## config.mk

```make
export PLATFORM = sky130hd
export DESIGN_NAME = ballot_controller
export DESIGN_NICKNAME = d
export VERILOG_FILES = /design/src/rtl/ballot_pkg.sv /design/src/rtl/ballot_timer.sv /design/src/rtl/ballot_controller.sv
export SDC_FILE = /design/constraint.sdc
export NUM_CORES = 1
export LEC_CHECK = 0
export ABC_AREA = 1
export BUFFER_PORTS_ARGS = -buffer_cell sky130_fd_sc_hd__buf_2
export CORE_UTILIZATION = 43
export CTS_BUF_LIST = sky130_fd_sc_hd__clkbuf_8
export CTS_CLUSTER_DIAMETER = 40
export DETAILED_ROUTE_END_ITERATION = 12
export GPL_ROUTABILITY_DRIVEN = 0
export SYNTH_ARGS = -nofsm -noshare
export SYNTH_HDL_FRONTEND = slang
export SYNTH_SLANG_ARGS = --single-unit
```

## constraint.sdc

```tcl
create_clock -name clock -period 3.15 [get_ports clock]
set_input_delay 0.315 -clock clock [delete_from_list [all_inputs] [get_ports clock]]
set_output_delay 0.315 -clock clock [all_outputs]
set_load 0.05 [all_outputs]
```

## src/rtl/ballot_pkg.sv

```systemverilog
// Shared types and constants for the ballot controller and its timers.
package ballot_pkg;

  localparam logic [2:0] ST_IDLE_ENC    = 3'd0;
  localparam logic [2:0] ST_ARMED_ENC   = 3'd1;
  localparam logic [2:0] ST_COMMIT_ENC  = 3'd2;
  localparam logic [2:0] ST_LOCKOUT_ENC = 3'd3;
  localparam logic [2:0] ST_COUNT_ENC   = 3'd4;

  typedef enum logic [2:0] {
    ST_IDLE    = ST_IDLE_ENC,
    ST_ARMED   = ST_ARMED_ENC,
    ST_COMMIT  = ST_COMMIT_ENC,
    ST_LOCKOUT = ST_LOCKOUT_ENC,
    ST_COUNT   = ST_COUNT_ENC
  } state_t;

  localparam int                   SPOIL_W   = 8;
  localparam logic [SPOIL_W-1:0]   SPOIL_SAT = SPOIL_W'(255);

  function automatic int max3(input int a, input int b, input int c);
    int m;
    m = (a > b) ? a : b;
    return (m > c) ? m : c;
  endfunction

  function automatic logic is_one_hot(input logic [7:0] v);
    return (v != 8'd0) && ((v & (v - 8'd1)) == 8'd0);
  endfunction

endpackage

```

## src/rtl/ballot_timer.sv

```systemverilog
// Loadable down-counter; expired is high during the last cycle of a loaded
// interval, so a load of N gives exactly N cycles before expiry is acted on.
module ballot_timer #(
  parameter int W = 4
) (
  input  logic         clock,
  input  logic         reset,
  input  logic         load,
  input  logic [W-1:0] load_val,
  output logic         expired
);

  logic [W-1:0] count_q;
  logic [W-1:0] count_d;

  // NOTE: every variable gets a default first so no path leaves it unassigned
  // and no latch is inferred.
  always_comb begin
    count_d = count_q;
    if (load) begin
      count_d = load_val;
    end else if (count_q != '0) begin
      count_d = count_q - W'(1);
    end
  end

  // NOTE: sequential state uses non-blocking assignments so every flop
  // samples pre-edge values regardless of statement order.
  always_ff @(posedge clock) begin
    if (!reset) begin
      count_q <= '0;
    end else begin
      count_q <= count_d;
    end
  end

  assign expired = (count_q == W'(1));

endmodule

```

## src/rtl/ballot_controller.sv

```systemverilog
// Voting-flow sequencer: arms one ballot per officer enable, commits a single
// one-hot vote, enforces lockout, times out idle ballots, and cycles the display.
module ballot_controller
  import ballot_pkg::*;
#(
  parameter int N_CAND         = 4,
  parameter int TIMEOUT_CYCLES = 1000,
  parameter int ACK_CYCLES     = 16,
  parameter int DISP_CYCLES    = 100
) (
  input  logic                        clock,
  input  logic                        reset,
  input  logic                        mode,
  input  logic                        enable_ballot,
  input  logic [N_CAND-1:0]           press,
  output logic [N_CAND-1:0]           vote_valid,
  output logic                        ready,
  output logic                        ack,
  output logic                        timeout,
  output logic [SPOIL_W-1:0]          spoiled_cnt,
  output logic [$clog2(N_CAND)-1:0]   disp_sel
);

  localparam int DW = $clog2(N_CAND);
  localparam int TW = $clog2(max3(TIMEOUT_CYCLES, ACK_CYCLES, DISP_CYCLES) + 1);

  state_t              state_q, state_d;
  logic [N_CAND-1:0]   vote_valid_q, vote_valid_d;
  logic                ready_q, ready_d;
  logic                ack_q, ack_d;
  logic                timeout_q, timeout_d;
  logic [SPOIL_W-1:0]  spoiled_q, spoiled_d;
  logic [DW-1:0]       disp_sel_q, disp_sel_d;

  logic spoil_inc;
  logic any_press;
  logic single_press;
  logic arm_load, arm_exp;
  logic lock_load, lock_exp;
  logic disp_load, disp_exp;

  assign any_press    = (press != '0);
  assign single_press = is_one_hot(8'(press));

  always_comb begin
    state_d      = state_q;
    vote_valid_d = '0;
    timeout_d    = 1'b0;
    disp_sel_d   = disp_sel_q;
    spoil_inc    = 1'b0;

    case (state_q)
      ST_IDLE: begin
        // Stray presses while nobody is armed are spoiled, even if mode is up.
        if (!enable_ballot && any_press) spoil_inc = 1'b1;
        if (mode) begin
          state_d = ST_COUNT;
        end else if (enable_ballot) begin
          state_d = ST_ARMED;
        end
      end
      ST_ARMED: begin
        if (mode) begin
          state_d = ST_COUNT;
        end else if (single_press) begin
          state_d      = ST_COMMIT;
          vote_valid_d = press;
        end else if (any_press) begin
          spoil_inc = 1'b1;
          state_d   = ST_IDLE;
        end else if (arm_exp) begin
          timeout_d = 1'b1;
          state_d   = ST_IDLE;
        end
      end
      ST_COMMIT: begin
        state_d = ST_LOCKOUT;
      end
      ST_LOCKOUT: begin
        if (any_press) spoil_inc = 1'b1;
        if (lock_exp) state_d = ST_IDLE;
      end
      ST_COUNT: begin
        if (!mode) begin
          state_d    = ST_IDLE;
          disp_sel_d = '0;
        end else if (disp_exp) begin
          disp_sel_d = (disp_sel_q == DW'(N_CAND - 1)) ? '0 : disp_sel_q + DW'(1);
        end
      end
      default: begin
        state_d = ST_IDLE;
      end
    endcase

    spoiled_d = spoiled_q;
    if (spoil_inc && (spoiled_q != SPOIL_SAT)) spoiled_d = spoiled_q + SPOIL_W'(1);

    ready_d = (state_d == ST_ARMED);
    ack_d   = (state_d == ST_LOCKOUT);
  end

  assign arm_load  = (state_d == ST_ARMED) && (state_q != ST_ARMED);
  assign lock_load = (state_q == ST_COMMIT);
  assign disp_load = (state_d == ST_COUNT) && ((state_q != ST_COUNT) || disp_exp);

  ballot_timer #(.W(TW)) u_arm_timer (
    .clock    (clock),
    .reset    (reset),
    .load     (arm_load),
    .load_val (TW'(TIMEOUT_CYCLES)),
    .expired  (arm_exp)
  );

  ballot_timer #(.W(TW)) u_lock_timer (
    .clock    (clock),
    .reset    (reset),
    .load     (lock_load),
    .load_val (TW'(ACK_CYCLES)),
    .expired  (lock_exp)
  );

  ballot_timer #(.W(TW)) u_disp_timer (
    .clock    (clock),
    .reset    (reset),
    .load     (disp_load),
    .load_val (TW'(DISP_CYCLES)),
    .expired  (disp_exp)
  );

  always_ff @(posedge clock) begin
    if (!reset) begin
      state_q      <= ST_IDLE;
      vote_valid_q <= '0;
      ready_q      <= 1'b0;
      ack_q        <= 1'b0;
      timeout_q    <= 1'b0;
      spoiled_q    <= '0;
      disp_sel_q   <= '0;
    end else begin
      state_q      <= state_d;
      vote_valid_q <= vote_valid_d;
      ready_q      <= ready_d;
      ack_q        <= ack_d;
      timeout_q    <= timeout_d;
      spoiled_q    <= spoiled_d;
      disp_sel_q   <= disp_sel_d;
    end
  end

  assign vote_valid  = vote_valid_q;
  assign ready       = ready_q;
  assign ack         = ack_q;
  assign timeout     = timeout_q;
  assign spoiled_cnt = spoiled_q;
  assign disp_sel    = disp_sel_q;

endmodule

```

==> impl_metrics.sql, run 1 <==
INSERT INTO impl_metrics (metric_group, metric, value, unit) VALUES
('synth', 'netlist_area_before_placement', '2710', 'µm²'),
('worst_setup_path', 'worst-path-max-fanout', '9', ''),
('worst_setup_path', 'crit_path_start', 'spoiled_cnt[0]', ''),
('cts', 'cts.sink_count', '50', ''),
('synth', 'synth.yosys.seq_area_share', '37.0', '%'),
('worst_setup_path', 'critPathLaunchType', 'flip-flop', ''),
('die', 'floorplan.rows', '28', ''),
('route', 'viasPerCell', '4.86', ''),
('sta', 'hold_violations', '0', ''),
('die', 'core_area', '5990', 'µm²'),
('cts', 'clockRootBuffer', 'sky130_fd_sc_hd__clkbuf_8', ''),
('worst_setup_path', 'worstSetupPathType', 'flip-flop to flip-flop', ''),
('pwr', 'power_density', '841', 'nW/µm²'),
('run_status', 'status', 'finished, final reports clean', ''),
('synth', 'share_of_synthesized_area_spent_on_multiplexers', '0', '%'),
('route', 'route.final.wire_length', '5070', 'µm'),
('run', 'maxCapViolCount', '0', ''),
('finish', 'antenna_cells_inserted', '0', ''),
('route', 'firstDrtPassIters', '4', ''),
('synth', 'synth.top_cell.area_share', '37.0', '%'),
('die', 'io_pins', '25', ''),
('pwr', 'vdd_drop_max', '0.365', 'mV'),
('worst_setup_path', 'worstSetupEndpoint', 'spoiled_cnt[2]', ''),
('finish', 'multiInputGateArea', '1480', 'µm²'),
('synth', 'synthXorXnorAreaFrac', '4.21', '%'),
('die', 'design.die.area', '6620', 'µm²'),
('pwr', 'net-switching-power', '1090', 'µW'),
('global_route', 'global_route.usage.total', '17.2', '%'),
('worst_setup_path', 'path_depth', '7', ''),
('cts', 'h-tree-depth', '2', ''),
('worst_setup_path', 'cp_slowest_cell', 'sky130_fd_sc_hd__dfxtp_1', ''),
('pwr', 'post-layout-total-power', '2520', 'µW'),
('pwr', 'p_leak', '0.00144', 'µW'),
('place', 'dp_cells', '477', ''),
('synth', 'top_reg_cell_synth', 'sky130_fd_sc_hd__dfxtp_1', ''),
('finish', 'final_common_cell', 'sky130_fd_sc_hd__nand2_1', ''),
('worst_setup_path', 'worst-endpoint-arrival', '1.71', 'ns'),
('synth', 'synth_top_family_by_area', 'simple AND/OR/NAND/NOR gates', ''),
('route', 'route.antenna.remaining_nets', '0', ''),
('synth', 'synth_area_leaders', 'sky130_fd_sc_hd__dfxtp_1 (37%), sky130_fd_sc_hd__nand2_1 (11%), sky130_fd_sc_hd__nand3_1 (8.5%)', ''),
('route', 'detail_route.iter0.violations', '57', ''),
('worst_setup_path', 'cp_slowest_stage_delay', '0.41', 'ns'),
('synth', 'cell_count_after_synthesis', '382', ''),
('worst_setup_path', 'timing.rr.end', 'spoiled_cnt[2]', ''),
('synth', 'post_synth_num_cell_types', '36', ''),
('cts', 'hold_buffers', '0', ''),
('sta', 'layout_worst_path_cycle_share', '47.1', '%'),
('sta', 'timing.slew.headroom', '43.0', '%'),
('finish', 'final_net_count', '427', ''),
('finish', 'mostFrequentLayoutCells', 'sky130_fd_sc_hd__nand2_1 (76), sky130_fd_sc_hd__inv_1 (54), sky130_fd_sc_hd__dfxtp_1 (50)', ''),
('worst_setup_path', 'cp_top_family', 'simple AND/OR/NAND/NOR gates', ''),
('cts', 'clock_tree.buffer_depth', '2', ''),
('worst_setup_path', 'crit_required', '3.37', 'ns'),
('route', 'num_vias', '2358', ''),
('sta', 'worst-slew-pin-transition', '0.855', 'ns'),
('global_route', 'antenna_found_initial', '0', ''),
('global_route', 'first_global_vias', '2114', ''),
('finish', 'fin_area', '3000', 'µm²'),
('cts', 'post-cts-setup-buffers', '0', ''),
('worst_setup_path', 'cp-end-kind', 'flip-flop', ''),
('worst_setup_path', 'regToRegStartpoint', 'spoiled_cnt[0]', ''),
('place', 'post_dp_cell_area', '2900', 'µm²'),
('synth', 'postSynthRegisterBits', '50', ''),
('synth', 'synth_edf_count', '0', ''),
('synth', 'yosysTopAreaCell', 'sky130_fd_sc_hd__dfxtp_1', ''),
('route', 'routed_wire_length_per_instance', '10.5', 'µm'),
('synth', 'basic_gate_share_of_the_synthesized_area_counting_and_or_nand_and_nor_cells', '36.7', '%'),
('sta', 'fmax', '0.675', 'GHz'),
('synth', 'synth_fa_ha_area_share', '4.62', '%'),
('worst_setup_path', 'reg2regPathDepth', '7', ''),
('global_route', 'total_overflow_reported_by_the_global_router', '0', '');
==> tightest hold or removal path, stage by stage <==
cell                     delay [ns]
sky130_fd_sc_hd__buf_2         0.11
sky130_fd_sc_hd__inv_1         0.04
sky130_fd_sc_hd__nor2_1        0.03
==> cells in the mapped netlist, types with 3 or more instances <==
cell and number:
sky130_fd_sc_hd__xnor2_1 4, sky130_fd_sc_hd__nand3_1 46, sky130_fd_sc_hd__nor2_1 47, sky130_fd_sc_hd__nor2_2 5, sky130_fd_sc_hd__xor2_1 9, sky130_fd_sc_hd__inv_1 53, sky130_fd_sc_hd__nor2_4 3, sky130_fd_sc_hd__nand2_2 5
sky130_fd_sc_hd__a21oi_1 24, sky130_fd_sc_hd__nor3_1 5, sky130_fd_sc_hd__a21oi_2 6, sky130_fd_sc_hd__ha_1 10, sky130_fd_sc_hd__o21ai_0 6, sky130_fd_sc_hd__nand2_1 76, sky130_fd_sc_hd__nand4_1 5, sky130_fd_sc_hd__dfxtp_1 50
sky130_fd_sc_hd__inv_2 4
==> metrics by stage <==
step | worst slack, ns | hold WS, ns
floorplan | 1.36 | 0.427
global placement | 1.70 | 0.468
detailed placement | 1.67 | 0.468
CTS | 1.67 | 0.232
global route | 1.48 | 0.247
finish | 1.67 | 0.246
==> logic make-up (layout without fill, tap and decap cells) <==
| logic type | Yosys count | count (layout) |
|---|---|---|
| flip-flops | 50 | 50 |
| XOR/XNOR | 13 | 13 |
| AO/OA/AOI/OAI | 41 | 41 |
| adder cells (fa/ha/maj) | 10 | 10 |
| buffers and inverters | 61 | 89 |
| AND/OR/NAND/NOR | 207 | 207 |
==> routing by layer <==
metal	wire [µm]	global-route usage, %	vias to the layer above	share of wire (%)
li1	-	-	1277	-
met1	2620	22.0	1056	52
met2	2260	28.8	21	45
met3	132	3.82	4	2.6
met4	57	4.82	0	1.1
met5	0	0	-	0
==> final cells by class <==
class	count	area share [%]
clock buffers	6	2.76
clock inverters	2	0.292
inverters	57	7.14
multi-input cells	271	49.2
flip-flops and latches	50	33.4
well taps	75	3.13
repair buffers	24	4.01
==> worst min-delay path by stage <==
stage / end / start / cells past startpoint
4_1_cts: vote_valid[2] / press[2] / 3
2_1_floorplan: vote_valid[0] / press[0] / 2
5_1_grt: vote_valid[3] / press[3] / 3
3_3_place_gp: u_lock_timer.count_q[8] / u_lock_timer.count_q[8] / 1
6_report: vote_valid[2] / press[2] / 3
3_5_place_dp: u_lock_timer.count_q[8] / u_lock_timer.count_q[8] / 1
==> flip-flops by register name, summed over array words and instances, names as in the netlist <==
register,cells
ack,1
disp_sel,2
ready,1
spoiled_cnt,8
state_q,3
timeout,1
u_arm_timer.count_q,10
u_disp_timer.count_q,10
u_lock_timer.count_q,10
vote_valid,4
==> power groups by stage <==
stage               clock (µW)  combinational (µW)  sequential (µW)
floorplan                    0                1010              930
global placement             0                1220              938
detailed placement           0                1230              939
CTS                        392                1230              925
finish                     372                1220              924
global route               415                1400              946
(Power assumes the default switching activity.)
==> run 2: changes to the inputs <==
==> constraint.sdc (replaced) <==
create_clock -name clock -period 1.5 [get_ports clock]
set_input_delay 0.15 -clock clock [delete_from_list [all_inputs] [get_ports clock]]
set_output_delay 0.15 -clock clock [all_outputs]
set_load 0.05 [all_outputs]
==> impl_metrics.sql, run 2 (synthesis gave the netlist of run 1 again) <==
INSERT INTO impl_metrics (metric_group, metric, value, unit) VALUES
('run_status', 'status', 'finished, final reports clean', ''),
('global_route', 'grt_first_pass_wirelength', '9090', 'µm'),
('pwr', 'p_leak', '0.00146', 'µW'),
('global_route', 'antenna_found_initial', '0', ''),
('finish', 'final_net_count', '431', ''),
('cts', 'clockRootBuffer', 'sky130_fd_sc_hd__clkbuf_8', ''),
('route', 'num_vias', '2391', ''),
('worst_setup_path', 'cp_slowest_cell', 'sky130_fd_sc_hd__dfxtp_4', ''),
('die', 'floorplan.die.height', '81.4', 'µm'),
('route', 'viasPerCell', '4.89', ''),
('cts', 'cts.sink_count', '50', ''),
('cts', 'cts-buffers-inserted', '5', ''),
('cts', 'clock_tree.buffer_depth', '2', ''),
('sta', 'rsz0062_at_grt', 'true', ''),
('cts', 'cts_tree', 'yes', ''),
('place', 'detailed_place_hpwl', '4000', 'µm'),
('worst_setup_path', 'worstPathCellList', 'ha_2, nand3_2, nor2_4, nand3_4, nand2_4, nand2_1, a21oi_2', ''),
('cts', 'h-tree-depth', '2', ''),
('worst_setup_path', 'worst-path-max-fanout', '9', ''),
('worst_setup_path', 'worst-endpoint-arrival', '1.62', 'ns'),
('global_route', 'grt_max_degree', '16', ''),
('cts', 'worst_skew_pair.late_latency', '0.30', 'ns'),
('pwr', 'vdd_drop_max', '0.852', 'mV'),
('finish', 'layout_top_registers', 'u_arm_timer.count_q (10), u_disp_timer.count_q (10), u_lock_timer.count_q (10)', ''),
('finish', 'synthToLayoutAreaGrowth', '13.4', '%'),
('die', 'floorplan.rows', '28', ''),
('route', 'routed_wire_length_per_instance', '10.9', 'µm'),
('pwr', 'internal_pwr_total', '3170', 'µW'),
('min_path', 'path_type_of_the_worst_min_delay_path', 'primary input to flip-flop', ''),
('finish', 'final.fill_count', '583', ''),
('sta', 'hold_violations', '0', ''),
('global_route', 'global_route.usage.total', '17.6', '%'),
('sta', 'setup_viol_count_final', '0', ''),
('sta', 'fmax', '0.723', 'GHz'),
('route', 'route.antenna.remaining_nets', '0', ''),
('finish', 'antenna_cells_inserted', '0', ''),
('sta', 'totalNegativeSetupSlack', '0', 'ns'),
('finish', 'final_common_cell', 'sky130_fd_sc_hd__nand2_1', ''),
('global_route', 'total_overflow_reported_by_the_global_router', '0', ''),
('pwr', 'power_switching_share', '42.2', '%'),
('global_route', 'first_global_vias', '2083', ''),
('pwr', 'clkPwrFrac', '17.2', '%'),
('worst_setup_path', 'crit_required', '1.74', 'ns'),
('sta', 'fin_hold_ws', '0.0750', 'ns'),
('worst_setup_path', 'worstSetupPathType', 'flip-flop to flip-flop', ''),
('sta', 'timing.slew.headroom', '76.3', '%'),
('pwr', 'power.sequential.fraction', '35.6', '%'),
('sta', 'slew_violations', '0', ''),
('worst_setup_path', 'cp_slowest_stage_delay', '0.38', 'ns'),
('route', 'detail_route.iter0.violations', '76', ''),
('sta', 'final.min_clock_period', '1.38', 'ns'),
('finish', 'final_layout_size_suffix_gt1_share', '19.1', '%'),
('cts', 'postcts_resize_cnt', '0', ''),
('die', 'initial_core_util', '45.2', '%'),
('sta', 'timing.clock.skew', '0.00619', 'ns'),
('pwr', 'net-switching-power', '2310', 'µW'),
('worst_setup_path', 'cp-end-kind', 'flip-flop', ''),
('run', 'maxCapViolCount', '0', ''),
('cts', 'post-cts-setup-buffers', '0', ''),
('pwr', 'comb_power_share', '47.2', '%'),
('worst_setup_path', 'critPathLaunchType', 'flip-flop', ''),
('route', 'route.final.wire_length', '5320', 'µm'),
('route', 'firstDrtPassIters', '4', ''),
('place', 'input_output_buffers', '24', ''),
('die', 'core_area', '5990', 'µm²'),
('die', 'io_pins', '25', ''),
('sta', 'layout_worst_path_cycle_share', '92.2', '%'),
('sta', 'worst-slew-pin-transition', '0.354', 'ns'),
('route', 'remaining_drc_errors', '0', ''),
('cts', 'clkTransAtPathRegs', '0.09', 'ns'),
('die', 'die_w', '81.4', 'µm'),
('finish', 'mostFrequentLayoutCells', 'sky130_fd_sc_hd__nand2_1 (76), sky130_fd_sc_hd__inv_1 (54), sky130_fd_sc_hd__nor2_1 (47)', ''),
('die', 'design.die.area', '6620', 'µm²'),
('pwr', 'power_density', '1780', 'nW/µm²'),
('cts', 'hold_buffers', '0', '');
[run 2: cell types whose count changed in the layout (fill, tap and decap cells not counted), sizes merged]
| cell | previous run | this run |
|---|---|---|
| clkinvlp | 0 | 1 |
| clkinv | 1 | 0 |
| clkbuf | 6 | 5 |
| buf | 24 | 28 |
| bufinv | 0 | 1 |
[run 2: final cells by class]
type | instances | area, µm² | share of cell area [%]
clock inverters | 3 | 41.3 | 1.34
inverters | 57 | 214 | 6.97
clock buffers | 5 | 68.8 | 2.24
flip-flops and latches | 50 | 1010 | 33.0
multi-input cells | 271 | 1490 | 48.5
repair buffers | 28 | 150 | 4.89
well taps | 75 | 93.8 | 3.05
[run 2: final timing paths]
kind                                     start        endpoint  slack, ns  cells past startpoint
worst max-delay path            spoiled_cnt[0]  spoiled_cnt[6]       0.12                      7
worst min-delay path                  press[2]   vote_valid[2]       0.08                      3
worst max register to register  spoiled_cnt[0]  spoiled_cnt[6]       0.12                      7
worst min register to register  spoiled_cnt[4]  spoiled_cnt[4]       0.49                      2
[run 2: through the flow]
| step | power (µW) | instance area, µm² | worst slack, ns | util, % | cells |
|---|---|---|---|---|---|
| 2_1_floorplan | 4080 | 2720 | 0.0446 | - | 382 |
| 3_3_place_gp | 4520 | 2950 | 0.157 | 49.2 | 481 |
| 3_5_place_dp | 4560 | 2950 | 0.0698 | 49.2 | 481 |
| 4_1_cts | 5530 | 3060 | 0.0507 | 51.0 | 489 |
| 5_1_grt | 6020 | 3070 | -0.00677 | 51.3 | 489 |
| 6_report | 5480 | 3070 | 0.117 | 51.3 | 489 |
[run 2: metal layers]
| metal | vias to the layer above | track usage (%) | part of all wire [%] |
|---|---|---|---|
| met5 | - | 0 | 0 |
| met4 | 0 | 5.89 | 0.75 |
| met3 | 2 | 3.82 | 3.0 |
| met2 | 29 | 28.1 | 45 |
| met1 | 1079 | 23.2 | 52 |
| li1 | 1281 | - | - |
[run 2: worst max-delay path: cells and delay by family, from the launching register on]
family,cells,cell delay (ns)
adder cells (fa/ha/maj),1,0.22
AND/OR/NAND/NOR,5,0.60
flip-flops,1,0.38
AO/OA/AOI/OAI,1,0.12
[run 2: power by group through the flow]
stage | clock network [µW] | logic (µW) | registers [µW]
after global routing | 1030 | 3000 | 2000
final | 945 | 2590 | 1950
after detailed placement | 0 | 2580 | 1980
after floorplan | 0 | 2130 | 1950
after CTS | 983 | 2590 | 1950
after global placement | 0 | 2550 | 1970
==> run 3: changes to the inputs <==
--- a/config.mk
+++ b/config.mk
@@ -12,6 +12,7 @@
 export CTS_CLUSTER_DIAMETER = 40
 export DETAILED_ROUTE_END_ITERATION = 12
 export GPL_ROUTABILITY_DRIVEN = 0
+export GPL_TIMING_DRIVEN = 0
 export SYNTH_ARGS = -nofsm -noshare
 export SYNTH_HDL_FRONTEND = slang
 export SYNTH_SLANG_ARGS = --single-unit
==> impl_metrics.sql, run 3 (synthesis gave the netlist of run 1 again) <==
INSERT INTO impl_metrics (metric_group, metric, value, unit) VALUES
('run_status', 'status', 'finished, final reports clean', ''),
('finish', 'mostFrequentLayoutCells', 'sky130_fd_sc_hd__nand2_1 (76), sky130_fd_sc_hd__inv_1 (54), sky130_fd_sc_hd__nor2_1 (47)', ''),
('pwr', 'vdd_drop_max', '0.782', 'mV'),
('global_route', 'groute.layer.met1.usage', '22.6', '%'),
('sta', 'timing.clock.skew', '0.00816', 'ns'),
('global_route', 'grt.busiest_layer', 'met2', ''),
('cts', 'clkTransAtPathRegs', '0.09', 'ns'),
('global_route', 'globalRouteMet2Util', '27.3', '%'),
('worst_setup_path', 'worstSetupEndpoint', 'u_disp_timer.count_q[5]', ''),
('global_route', 'global_route.usage.total', '17.4', '%'),
('place', 'post_dp_cell_area', '2920', 'µm²'),
('route', 'routed_wire_length_per_instance', '10.7', 'µm'),
('sta', 'slew_violations', '0', ''),
('route', 'firstDrtPassIters', '5', ''),
('cts', 'h-tree-depth', '2', ''),
('finish', 'multiInputGateArea', '1490', 'µm²'),
('sta', 'rsz0062_at_grt', 'true', ''),
('global_route', 'grt_max_degree', '15', ''),
('route', 'num_vias', '2377', ''),
('sta', 'hold_violations', '0', ''),
('sta', 'timing.slew.headroom', '57.6', '%'),
('sta', 'totalNegativeSetupSlack', '0', 'ns'),
('worst_setup_path', 'worstSetupPathType', 'flip-flop to flip-flop', ''),
('sta', 'setup_viol_count_final', '0', ''),
('sta', 'fmax', '0.714', 'GHz'),
('global_route', 'total_overflow_reported_by_the_global_router', '0', ''),
('route', 'route.antenna.remaining_nets', '0', ''),
('route', 'remaining_drc_errors', '0', ''),
('min_path', 'path_type_of_the_worst_min_delay_path', 'primary input to flip-flop', ''),
('die', 'design.die.area', '6620', 'µm²'),
('global_route', 'grtUsageMet3', '4.72', '%'),
('sta', 'fin_hold_ws', '0.0742', 'ns'),
('cts', 'clock_tree.buffer_depth', '2', ''),
('worst_setup_path', 'regToRegStartpoint', 'u_disp_timer.count_q[0]', ''),
('global_route', 'first_global_vias', '2036', ''),
('finish', 'synthToLayoutAreaGrowth', '11.7', '%'),
('worst_setup_path', 'critPathLaunchType', 'flip-flop', ''),
('worst_setup_path', 'crit_required', '1.67', 'ns'),
('route', 'viasPerCell', '4.88', ''),
('worst_setup_path', 'reg2regPathDepth', '7', ''),
('worst_setup_path', 'timing.rr.end', 'u_disp_timer.count_q[5]', ''),
('die', 'die_w', '81.4', 'µm'),
('finish', 'final_net_count', '429', ''),
('cts', 'clockRootBuffer', 'sky130_fd_sc_hd__clkbuf_8', ''),
('global_route', 'antenna_found_initial', '0', ''),
('finish', 'layout_top_registers', 'u_arm_timer.count_q (10), u_disp_timer.count_q (10), u_lock_timer.count_q (10)', ''),
('die', 'initial_core_util', '45.2', '%'),
('sta', 'layout_worst_path_cycle_share', '93.3', '%'),
('run', 'maxCapViolCount', '0', ''),
('sta', 'worst-slew-pin-transition', '0.637', 'ns'),
('finish', 'final.fill_count', '616', ''),
('worst_setup_path', 'worst-endpoint-arrival', '1.57', 'ns'),
('finish', 'fin_area', '3030', 'µm²'),
('pwr', 'p_leak', '0.00145', 'µW'),
('place', 'input_output_buffers', '22', ''),
('finish', 'antenna_cells_inserted', '0', ''),
('cts', 'cts.sink_count', '50', ''),
('worst_setup_path', 'worst-path-max-fanout', '9', ''),
('route', 'route.final.wire_length', '5230', 'µm'),
('finish', 'layout.area.seq', '1010', 'µm²'),
('die', 'io_pins', '25', ''),
('finish', 'final_common_cell', 'sky130_fd_sc_hd__nand2_1', ''),
('cts', 'worst_skew_pair.late_latency', '0.30', 'ns'),
('sta', 'final.min_clock_period', '1.40', 'ns'),
('pwr', 'power_density', '1760', 'nW/µm²'),
('cts', 'cts_tree', 'yes', ''),
('global_route', 'grt_first_pass_wirelength', '8830', 'µm'),
('place', 'detailed_place_hpwl', '3940', 'µm'),
('route', 'detail_route.iter0.violations', '57', ''),
('worst_setup_path', 'cp-end-kind', 'flip-flop', ''),
('worst_setup_path', 'crit_path_start', 'u_disp_timer.count_q[0]', ''),
('die', 'core_area', '5990', 'µm²'),
('die', 'floorplan.rows', '28', ''),
('cts', 'cts-buffers-inserted', '5', ''),
('die', 'floorplan.die.height', '81.4', 'µm'),
('finish', 'final_layout_size_suffix_gt1_share', '18.0', '%'),
('worst_setup_path', 'rrSetupSlack', '0.10', 'ns');
==> run 3: changes by cell type in the layout (fill, tap and decap cells not counted), sizes merged <==
cell,before,now
bufinv,1,0
clkinv,0,1
clkbuf,5,7
clkinvlp,1,0
buf,28,25
==> run 3: critical path, cell delays in order (launching register included) <==
cell and delay, ns:
sky130_fd_sc_hd__dfxtp_1 0.33, sky130_fd_sc_hd__inv_1 0.09, sky130_fd_sc_hd__ha_2 0.22, sky130_fd_sc_hd__nand2_1 0.12
sky130_fd_sc_hd__nor2_4 0.18, sky130_fd_sc_hd__nand2_2 0.15, sky130_fd_sc_hd__nand2_1 0.11, sky130_fd_sc_hd__a21oi_1 0.06
==> run 3: through the flow <==
| stage | worst slack (ns) | util, % | cells | power, µW |
|---|---|---|---|---|
| 3_5_place_dp | 0.0731 | 48.8 | 479 | 4540 |
| 5_1_grt | -0.0181 | 50.5 | 487 | 5850 |
| 6_report | 0.100 | 50.5 | 487 | 5320 |
| 2_1_floorplan | 0.0446 | - | 382 | 4080 |
| 3_3_place_gp | 0.0810 | 48.8 | 479 | 4500 |
| 4_1_cts | 0.0536 | 50.3 | 487 | 5370 |
==> run 3: final cells by class <==
cell class / instances / area share [%]
clock buffers: 6 / 2.73
plain buffers: 4 / 0.579
inverters: 57 / 7.07
well taps: 75 / 3.10
multi-input cells: 271 / 49.1
repair buffers: 22 / 3.64
clock inverters: 2 / 0.289
flip-flops and latches: 50 / 33.5
==> run 3: repair_timing <==
| item | CTS | global route |
|---|---|---|
| gates resized for setup | 0 | 3 |
| setup buffers | 0 | 0 |
| setup endpoints to repair | 0 | 14 |
| hold buffers | 0 | 0 |
==> run 3: power by group <==
part	leakage (µW)	internal (µW)	switching, µW
clock	0.0000524	366	439
combinational	0.000980	984	1580
sequential	0.000414	1670	280
==> run 3: layer usage <==
layer | part of all wire (%) | wire length, µm | vias up
li1 | - | - | 1286
met1 | 50 | 2640 | 1044
met2 | 44 | 2280 | 41
met3 | 4.3 | 223 | 6
met4 | 1.6 | 82 | 0
met5 | 0 | 0 | -
==> run 3: worst min path at each step <==
stage | from | to | slack (ns) | cells past startpoint
finish | press[1] | vote_valid[1] | 0.07 | 3
global route | press[1] | vote_valid[1] | 0.07 | 3
CTS | press[0] | vote_valid[0] | 0.06 | 3
detailed placement | press[1] | vote_valid[1] | 0.39 | 3
global placement | press[1] | vote_valid[1] | 0.39 | 3
floorplan | press[0] | vote_valid[0] | 0.26 | 2
